### src/rtl/pipeline_memory_access.sv
// MEM-stage data-cache access controller with the MEM/WB pipeline register.
// Holds a cache request stable until dhit, stalls the front end meanwhile, then writes back.
module pipeline_memory_access #(
  parameter int DATA_W   = 32,
  parameter int MAX_WAIT = 255
) (
  input  logic              CLK,
  input  logic              nRST,
  input  logic              m_dREN,
  input  logic              m_dWEN,
  input  logic [DATA_W-1:0] m_port_o,
  input  logic [DATA_W-1:0] m_rdat2,
  input  logic              m_MemToReg,
  input  logic              m_RegWrite,
  input  logic [4:0]        m_regWSEL,
  input  logic              m_halt,
  input  logic              dhit,
  input  logic [DATA_W-1:0] dmemload,
  output logic              dmemREN,
  output logic              dmemWEN,
  output logic [DATA_W-1:0] dmemaddr,
  output logic [DATA_W-1:0] dmemstore,
  output logic              mem_stall,
  output logic              mem_timeout,
  output logic              w_RegWrite,
  output logic [4:0]        w_regWSEL,
  output logic [DATA_W-1:0] w_wdat,
  output logic              w_halt
);

  typedef enum logic [1:0] {IDLE, ACCESS, HALTED} state_t;

  localparam logic [7:0] MAX_WAIT_C = 8'(MAX_WAIT);

  state_t            state_q, state_d;
  logic [7:0]        cnt_q, cnt_d;
  logic              ren_q, ren_d;
  logic              wen_q, wen_d;
  logic [DATA_W-1:0] addr_q;
  logic [DATA_W-1:0] store_q;
  logic              ren_in, wen_in, req, complete;

  // A store wins over a simultaneous load; a halting instruction never touches the cache.
  assign wen_in = m_dWEN & ~m_halt;
  assign ren_in = m_dREN & ~m_dWEN & ~m_halt;
  assign req    = ren_in | wen_in;

  always_comb begin
    state_d   = state_q;
    cnt_d     = cnt_q;
    ren_d     = ren_q;
    wen_d     = wen_q;
    dmemREN   = 1'b0;
    dmemWEN   = 1'b0;
    dmemaddr  = '0;
    dmemstore = '0;
    mem_stall = 1'b0;
    complete  = 1'b0;
    case (state_q)
      IDLE: begin
        dmemaddr  = m_port_o;
        dmemstore = m_rdat2;
        dmemREN   = ren_in;
        dmemWEN   = wen_in;
        ren_d     = ren_in;
        wen_d     = wen_in;
        if (req && !dhit) begin
          mem_stall = 1'b1;
          state_d   = ACCESS;
          cnt_d     = 8'd1;
        end else begin
          complete = 1'b1;
          if (m_halt) state_d = HALTED;
        end
      end
      ACCESS: begin
        dmemaddr  = addr_q;
        dmemstore = store_q;
        dmemREN   = ren_q;
        dmemWEN   = wen_q;
        if (dhit) begin
          complete = 1'b1;
          cnt_d    = 8'd0;
          state_d  = IDLE;
        end else begin
          mem_stall = 1'b1;
          cnt_d     = (cnt_q == 8'hFF) ? cnt_q : cnt_q + 8'd1;
        end
      end
      HALTED: begin
        state_d = HALTED;
      end
      default: begin
        state_d = IDLE;
      end
    endcase
    // Reset must drop an in-flight request without waiting for a clock edge.
    if (!nRST) begin
      dmemREN   = 1'b0;
      dmemWEN   = 1'b0;
      mem_stall = 1'b0;
    end
  end

  always_ff @(posedge CLK or negedge nRST) begin
    if (!nRST) begin
      state_q     <= IDLE;
      cnt_q       <= 8'd0;
      ren_q       <= 1'b0;
      wen_q       <= 1'b0;
      mem_timeout <= 1'b0;
    end else begin
      state_q     <= state_d;
      cnt_q       <= cnt_d;
      ren_q       <= ren_d;
      wen_q       <= wen_d;
      mem_timeout <= mem_timeout | (cnt_d == MAX_WAIT_C);
    end
  end

  always_ff @(posedge CLK) begin
    if (state_q == IDLE) begin
      addr_q  <= m_port_o;
      store_q <= m_rdat2;
    end
  end

  // MEM/WB register: load on completion, bubble while stalled, frozen-halt once HALTED.
  always_ff @(posedge CLK or negedge nRST) begin
    if (!nRST) begin
      w_RegWrite <= 1'b0;
      w_regWSEL  <= 5'd0;
      w_wdat     <= '0;
      w_halt     <= 1'b0;
    end else if (state_q == HALTED) begin
      w_RegWrite <= 1'b0;
      w_halt     <= 1'b1;
    end else if (complete) begin
      w_RegWrite <= m_RegWrite;
      w_regWSEL  <= m_regWSEL;
      w_wdat     <= m_MemToReg ? dmemload : m_port_o;
      w_halt     <= m_halt;
    end else begin
      w_RegWrite <= 1'b0;
      w_regWSEL  <= 5'd0;
      w_wdat     <= '0;
      w_halt     <= 1'b0;
    end
  end

endmodule
### config.mk
export PLATFORM = sky130hd
export DESIGN_NAME = pipeline_memory_access
export DESIGN_NICKNAME = d
export VERILOG_FILES = /design/src/rtl/pipeline_memory_access.sv
export SDC_FILE = /design/constraint.sdc
export NUM_CORES = 1
export LEC_CHECK = 0
export ABC_AREA = 1
export ABC_CLOCK_PERIOD_IN_PS = 3950
export BUFFER_PORTS_ARGS = -buffer_cell sky130_fd_sc_hd__buf_2
export CAP_MARGIN = 25
export CORE_MARGIN = 3
export CORE_UTILIZATION = 45
export CTS_BUF_LIST = sky130_fd_sc_hd__clkbuf_8
export CTS_CLUSTER_DIAMETER = 200
export DETAILED_ROUTE_END_ITERATION = 8
export PLACE_DENSITY_LB_ADDON = 0.3
export SETUP_SLACK_MARGIN = 0.15
export SLEW_MARGIN = 20
export SYNTH_ARGS = -nofsm -noshare
export SYNTH_HDL_FRONTEND = slang
export SYNTH_SLANG_ARGS = --single-unit
### constraint.sdc
create_clock -name CLK -period 3.95 [get_ports CLK]
set_input_delay 0.79 -clock CLK [delete_from_list [all_inputs] [get_ports CLK]]
set_output_delay 0.79 -clock CLK [all_outputs]
set_load 0.01 [all_outputs]
# Word level (Yosys, flattened, before mapping)
# Index checks and enable logic that the tools add are counted.
[word_totals] register_bits=116 input_bits=109 output_inout_bits=107 elab_cells=57
[op_classes] add_sub_neg=1 n_eq_ne=6 mux=28 bitwise_logic=7 n_reduce_logical=4
[op_table] operator="$pmux W32 S2" n=2
[op_table] operator="$mux W32" n=2
[op_table] operator="$mux W8" n=3
[op_table] operator="$eq A8 B8 Y1 const B" n=2
[op_table] operator="$pmux W8 S2" n=1
[op_table] operator="$mux W1" n=11
[op_table] operator="$add A8 B1 Y8 const B" n=1
[op_table] operator="$pmux W1 S2" n=4
[op_table] operator="$mux W2" n=3
[op_table] operator="$pmux W2 S3" n=1
[op_table] operator="$mux W5" n=1
[op_table] operator="$and A1 B1 Y1" n=3
[op_table] operator="$ne A3 B3 Y1 const B" n=1
[op_table] operator="$eq A2 B1 Y1 const B" n=1
[op_table] operator="$eq A2 B2 Y1 const B" n=1
[op_table] operator="$logic_not A2 Y1" n=1
[op_table] operator="$ne A2 B2 Y1 const B" n=1
[op_table] operator="$not A1 Y1" n=2
[op_table] operator="$or A1 B1 Y1" n=2
[op_table] operator="$reduce_and A2 Y1" n=1
[op_table] operator="$logic_and A1 B1 Y1" n=1
[op_table] operator="$logic_not A1 Y1" n=1

# Depth between registers and ports, before layout
# Gate-level depths: netlist (run 1).
[depth] depth_word=9 ltp_mapped=12 depth_no_buf=12

# Worst setup path before layout (run 1)
# No wires, ideal clock.
[synth_path] kind="reg2out" from="register state_q[0]" to="output dmemstore[22]" arrival_ns=1.891 required_ns=3.160 setup_slack_ns=1.269 stages_incl_launch_ff=4 n_path_buf=1 path_cell_list="dfrtp_1 > nor2_4 > buf_2 > a22o_1"
[synth_between] elab_chain_cells=2 elab_cells_between_ends=3 cone_classes="eq/ne (1); mux (1); reduce/logical (1)"
[synth_rtl] item="start: declaration" line_no="35" rtl="state_t state_q, state_d;"
[synth_rtl] item="start signal: assignment" line_no="113" rtl="state_q <= state_d;"
[synth_rtl] item="$eq A2 B1 Y1 or $logic_not A2 Y1 (tied branches)" line_no="59" rtl="case (state_q)"
[synth_rtl] item="$pmux W32 S2 *" line_no="59"
[synth_rtl] item="end: declaration" line_no="22" rtl="output logic [DATA_W-1:0] dmemstore,"
# Every way passes the cells marked *; elsewhere a longest branch is shown, timed or not.

# Worst setup path in the final report (run 1)
[layout_path] from="register state_q[1]" to="output mem_stall"
[layout_between] elab_chain_cells=3 elab_cells_between_ends=4 cone_classes="eq/ne (1); mux (2); reduce/logical (1)"
[layout_rtl] item="$eq A2 B1 Y1 or $logic_not A2 Y1 (tied branches)" line_no="59"
[layout_rtl] item="$pmux W1 S2 *" line_no="59"
[layout_rtl] item="$mux W1 *" line_no="98" rtl="if (!nRST) begin"
[layout_rtl] item="end: declaration" line_no="23" rtl="output logic mem_stall,"
# Marks and branches as above.

==> out/results.ini, run 1 <==
[clock_network]
cts_tree=yes
clock_tree.root_cell=clkbuf_8
clockBufferDepth=2
h-tree-depth=4
post_cts_buffers=0
clock-sinks=116
clkTransAtPathRegs_ns=0.06
numCtsBuffers=17
cts_hold_buf=0
clkLatencyLatePin_ns=0.44
cts_resized=0

[grt]
gr-usage-all-layers_pct=21.4
grtUsageMet3_pct=7.05
busiest_layer=met2
grt_overflow=0
grt_max_degree=74
grt_pass1_wl_um=21800
antenna_found_initial=0
met1_usage_pct=26.4
grt_pass1_vias=4457
use_met2_pct=34.2

[timing]
max_freq_mhz=297
relSlewSlack_pct=38.3
hold_viol_final=0
period_share_pct=85.3
fin_skew_ns=0.0114
fin_crit_ns=3.37
setup_violations=0
whs_ns=0.464
rsz0062_at_grt=no
slew_viol_final=0
setup_ws_ns=0.579
worst_pin_slew_ns=0.924
setup_tns_ns=0

[die]
fp.coreArea_um2=11500
num_io_pins=216
die_area_um2=13300
die_height_um=115
start_util_pct=46.6
dieWidth_um=115
rows=39

[pwr]
cellLeakagePower_uw=0.00341
combinationalPowerShare_pct=19.5
switchingPower_uw=924
powerDensity_nw_per_um2=483
power.internal_uw=2420
clock_power_share_pct=33.8
finalPower_uw=3350
sw_frac_of_total_pct=27.6
ir_drop_mv=0.415
power_frac_seq_pct=46.7

[critical_path]
cpLargestDelayFamily=buffers and inverters
cp_slowest_cell=dfrtp_1
cp.required_ns=3.16
crit_fanout=73
worstSetupPathType=reg -> out
cp-end-kind=output port
cpPeakStageDelay_ns=0.65
crit_arrival_ns=2.58
path_buf_inv=2
cp-start-kind=flop
cp_cell_sequence=nor2_4, buf_4, nand3_1, a21oi_1, buf_2
reg2reg_slack_ns=1.54

[synthesis]
async_reset_ff_share_pct=44.8
synth_ff_type=edfxtp_1
ys_warn_count=0
synthTopCellsByArea=edfxtp_1, dfrtp_1, nand2_1
synth_nets=636
synth_top_area_share_pct=35.8
ys_seq_area_share_pct=60.1
netlist.top_cell.by_area=edfxtp_1
synthDistinctLibCells=28
ys_seq_elements=116
synthCells=526
syn_area_um2=5370
avgSynthCellArea_um2=10.2
synth_edf_count=64

[flow_run]
drv_cap=0

[cells_and_area]
final_nets=845
fill_cells=996
mostFrequentLayoutCells=buf_2, nand2_1, o21ai_0
num_antenna_cells=0
drive_gt1_share_pct=39.8
area_growth_pct=29.2
final_common_cell=buf_2

[drt]
postRouteAntennaNets=0
drt-total-wl_um=14200
drtIter0Drc=261
drc=0
viasPerCell=5.19
post_drt_wl_per_cell_um=15.9
vias=4626
dr.pass1.iters=4

[place]
place_hpwl_um=9880
place_ws_ns=1.04
gp_congestion=0.843
numPortBuffers=215

[worst_hold_path]
holdCritPathClass=reg -> reg

[outcome]
status=finished, final reports clean

-- routing by layer --
layer | up-vias | share of wire (%)
met5 | - | 0
met4 | 0 | 2.6
met1 | 2156 | 42
li1 | 2234 | -
met2 | 205 | 47
met3 | 31 | 8.4
-- power groups by stage --
stage | clock [uW] | combinational, uW | sequential, uW
after floorplan | 0 | 258 | 1660
after global placement | 0 | 648 | 1580
after detailed placement | 0 | 663 | 1580
after CTS | 1160 | 662 | 1560
after global routing | 1210 | 717 | 1580
final | 1130 | 653 | 1560
-- sequential cells by signal, summed over array words and instances, names as in the netlist --
signal       count
w_halt           1
state_q          2
store_q         32
w_RegWrite       1
wen_q            1
ren_q            1
addr_q          32
cnt_q            8
w_regWSEL        5
mem_timeout      1
w_wdat          32
-- cell usage after synthesis, types with 2 or more instances --
cell type / count
buf_6: 3
a21oi_1: 4
nand2_1: 116
buf_2: 9
edfxtp_1: 64
o21ai_0: 68
dfrtp_1: 52
o21bai_1: 2
a22o_1: 32
inv_2: 6
inv_1: 48
nor2_1: 9
o21ai_2: 30
clkbuf_1: 17
nand2_2: 6
nand3_1: 44
a32o_1: 5
-- metrics by stage --
stage | area, um^2 | cells | util (%)
after global routing | 6940 | 891 | 60.2
after floorplan | 5370 | 526 | -
after global placement | 6520 | 859 | 56.6
after CTS | 6940 | 891 | 60.2
final | 6940 | 891 | 60.2
after detailed placement | 6520 | 859 | 56.6
-- layout make-up --
type,count,area [um^2],share of cell area (%)
clock buffer,20,275,3.97
clock inverter,12,139,2.00
multi-input combinational,326,1790,25.8
sequential,116,3220,46.5
timing repair buffer,220,1130,16.2
tap,143,179,2.58
inverter,54,203,2.92
-- final timing paths --
kind / startpoint / to / depth (start not counted)
worst min-delay path: mem_timeout / mem_timeout / 2
worst max-delay path: state_q[1] / mem_stall / 5
worst max register to register: state_q[1] / w_wdat[1] / 6
min in group asynchronous: nRST / w_wdat[12] / 2
worst min register to register: mem_timeout / mem_timeout / 2
max in group asynchronous: nRST / cnt_q[6] / 2
-- tightest hold or removal path, stage by stage (launching register included) --
cell and delay (ns):
dfrtp_1 0.34, inv_1 0.04, nand2_1 0.05
-- kinds of logic (layout without fill, tap and decap cells) --
logic type	after synthesis	count (layout)	share of synthesized area, %
fa+ha+maj	1	1	0.233
compound gates	143	143	18.3
flops	116	116	60.1
simple gates	182	182	14.8
buf+inv	84	306	6.57
No activity file was read; power rests on OpenSTA's default activity.
==> inputs of run 2 (changes only) <==
- BUFFER_PORTS_ARGS: -buffer_cell sky130_fd_sc_hd__buf_2 -> not set
- DONT_BUFFER_PORTS: not set -> 1
==> out/results.ini, run 2 (same netlist as run 1, synthesis figures left out) <==
[cells_and_area]
final_core_util_pct=51.4  ; was 60.2%
final_nets=631  ; was 845
num_antenna_cells=0  ; unchanged
area_growth_pct=10.4  ; was 29.2%
drive_gt1_share_pct=15.5  ; was 39.8%
mostFrequentLayoutCells=nand2_1, o21ai_0, edfxtp_1  ; was buf_2, nand2_1, o21ai_0
largestRegisters=addr_q (32), store_q (32), w_wdat (32)  ; unchanged
final_common_cell=nand2_1  ; was buf_2

[grt]
grt_pass1_wl_um=20200  ; was 21800 um
grt_max_degree=100  ; was 74
grt_pass1_vias=3836  ; was 4457
gr-usage-all-layers_pct=20.1  ; was 21.4%
antenna_found_initial=0  ; unchanged
grt_overflow=0  ; unchanged

[outcome]
status=finished, final reports clean  ; unchanged

[critical_path]
cpPeakStageDelay_ns=0.41  ; was 0.65 ns
cp_slowest_cell=buf_12  ; was dfrtp_1
cpLargestDelayFamily=buffers and inverters  ; unchanged
reg2regPathDepth=7  ; was 6
path_buf_inv=2  ; unchanged
cp_num_cells=5  ; unchanged
cp_cell_sequence=buf_4, nor2_4, buf_12, nand3_1, a21oi_1  ; was nor2_4, buf_4, nand3_1, a21oi_1, buf_2
crit_arrival_ns=2.22  ; was 2.58 ns
cp.required_ns=3.16  ; about the same
crit_fanout=99  ; was 73
worstSetupPathType=reg -> out  ; unchanged
cp-start-kind=flop  ; unchanged
cp-end-kind=output port  ; unchanged

[clock_network]
clkLatencyLatePin_ns=0.44  ; about the same
clkTransAtPathRegs_ns=0.07  ; was 0.06 ns
clock_tree.root_cell=clkbuf_8  ; unchanged
numCtsBuffers=17  ; unchanged
cts_tree=yes  ; unchanged
h-tree-depth=4  ; unchanged
clock-sinks=116  ; unchanged
post_cts_buffers=0  ; unchanged
clockBufferDepth=2  ; unchanged

[timing]
setup_violations=0  ; unchanged
hold_viol_final=0  ; unchanged
worst_pin_slew_ns=0.928  ; was 0.924 ns
whs_ns=0.0470  ; was 0.464 ns
max_freq_mhz=332  ; was 297 MHz
fin_crit_ns=3.01  ; was 3.37 ns
setup_tns_ns=0  ; unchanged
period_share_pct=76.3  ; was 85.3%
fin_skew_ns=0.0160  ; was 0.0114 ns
rsz0062_at_grt=no  ; unchanged
slew_viol_final=0  ; unchanged
relSlewSlack_pct=38.1  ; was 38.3%

[place]
gp_congestion=0.825  ; was 0.843
place_hpwl_um=8890  ; was 9880 um
numPortBuffers=0  ; was 215

[drt]
vias=3801  ; was 4626
viasPerCell=5.61  ; was 5.19
dr.pass1.iters=4  ; unchanged
drtIter0Drc=186  ; was 261
drc=0  ; unchanged
postRouteAntennaNets=0  ; unchanged
post_drt_wl_per_cell_um=19.5  ; was 15.9 um
drt-total-wl_um=13200  ; was 14200 um

[pwr]
ir_drop_mv=0.348  ; was 0.415 mV
powerDensity_nw_per_um2=544  ; was 483 nW/um^2
cellLeakagePower_uw=0.00245  ; was 0.00341 uW

[die]
num_io_pins=216  ; unchanged
start_util_pct=46.6  ; unchanged
die_height_um=115  ; unchanged
rows=39  ; unchanged
fp.coreArea_um2=11500  ; unchanged
die_area_um2=13300  ; unchanged
dieWidth_um=115  ; unchanged

[flow_run]
drv_cap=0  ; unchanged

[worst_hold_path]
holdCritPathClass=in -> async  ; was reg -> reg

## run 2: cell types whose count changed in the layout (fill, tap and decap cells not counted), moves of 2 or more
cell / delta
buf_2: -215
buf_4: -2
dlygate4sd3_1: +2
clkinvlp_4: -2
clkbuf_8: +2
## run 2: layout make-up
cell class	instances	area [um^2]
clock inverters	10	151
well taps	143	179
repair buffers	6	75.1
fillers	1054	5590
multi-input cells	326	1790
inverters	54	203
clock buffers	22	303
flip-flops and latches	116	3220
## run 2: timing repair
action | CTS | global route
endpoints found under the hold margin | 0 | 3
resized for setup | 0 | 0
hold buffers | 0 | 2
## run 2: stage by stage
| step | std cells | power [uW] | setup slack, ns | instance area (um^2) |
|---|---|---|---|---|
| 2_1_floorplan | 526 | 1920 | 1.27 | 5370 |
| 3_3_place_gp | 642 | 2000 | 1.38 | 5430 |
| 3_5_place_dp | 643 | 2010 | 1.38 | 5450 |
| 4_1_cts | 675 | 3250 | 0.881 | 5900 |
| 5_1_grt | 677 | 3370 | 0.754 | 5920 |
| 6_report | 677 | 3220 | 0.937 | 5920 |
## run 2: worst paths after layout
kind	from	end	slack, ns
setup / recovery	state_q[1]	mem_stall	0.94
hold / removal	nRST	w_wdat[16]	0.05
setup reg to reg	state_q[1]	w_wdat[2]	1.51
hold reg to reg	ren_q	ren_q	0.49
max in group asynchronous	nRST	w_wdat[18]	3.16
min in group CLK	m_port_o[21]	addr_q[21]	0.44
## run 2: power by group
group | internal [uW] | switching [uW] | leakage (uW)
clock network | 766 | 468 | 0.000236
logic | 150 | 140 | 0.000978
registers | 1460 | 239 | 0.00124
total | 2380 | 847 | 0.00245
## run 2: metal layers
| layer | global-route usage [%] | routed length, um |
|---|---|---|
| met3 | 9.58 | 1180 |
| met2 | 31.2 | 6300 |
| met1 | 24.4 | 5490 |
| met4 | 7.36 | 233 |
| met5 | 0 | 0 |
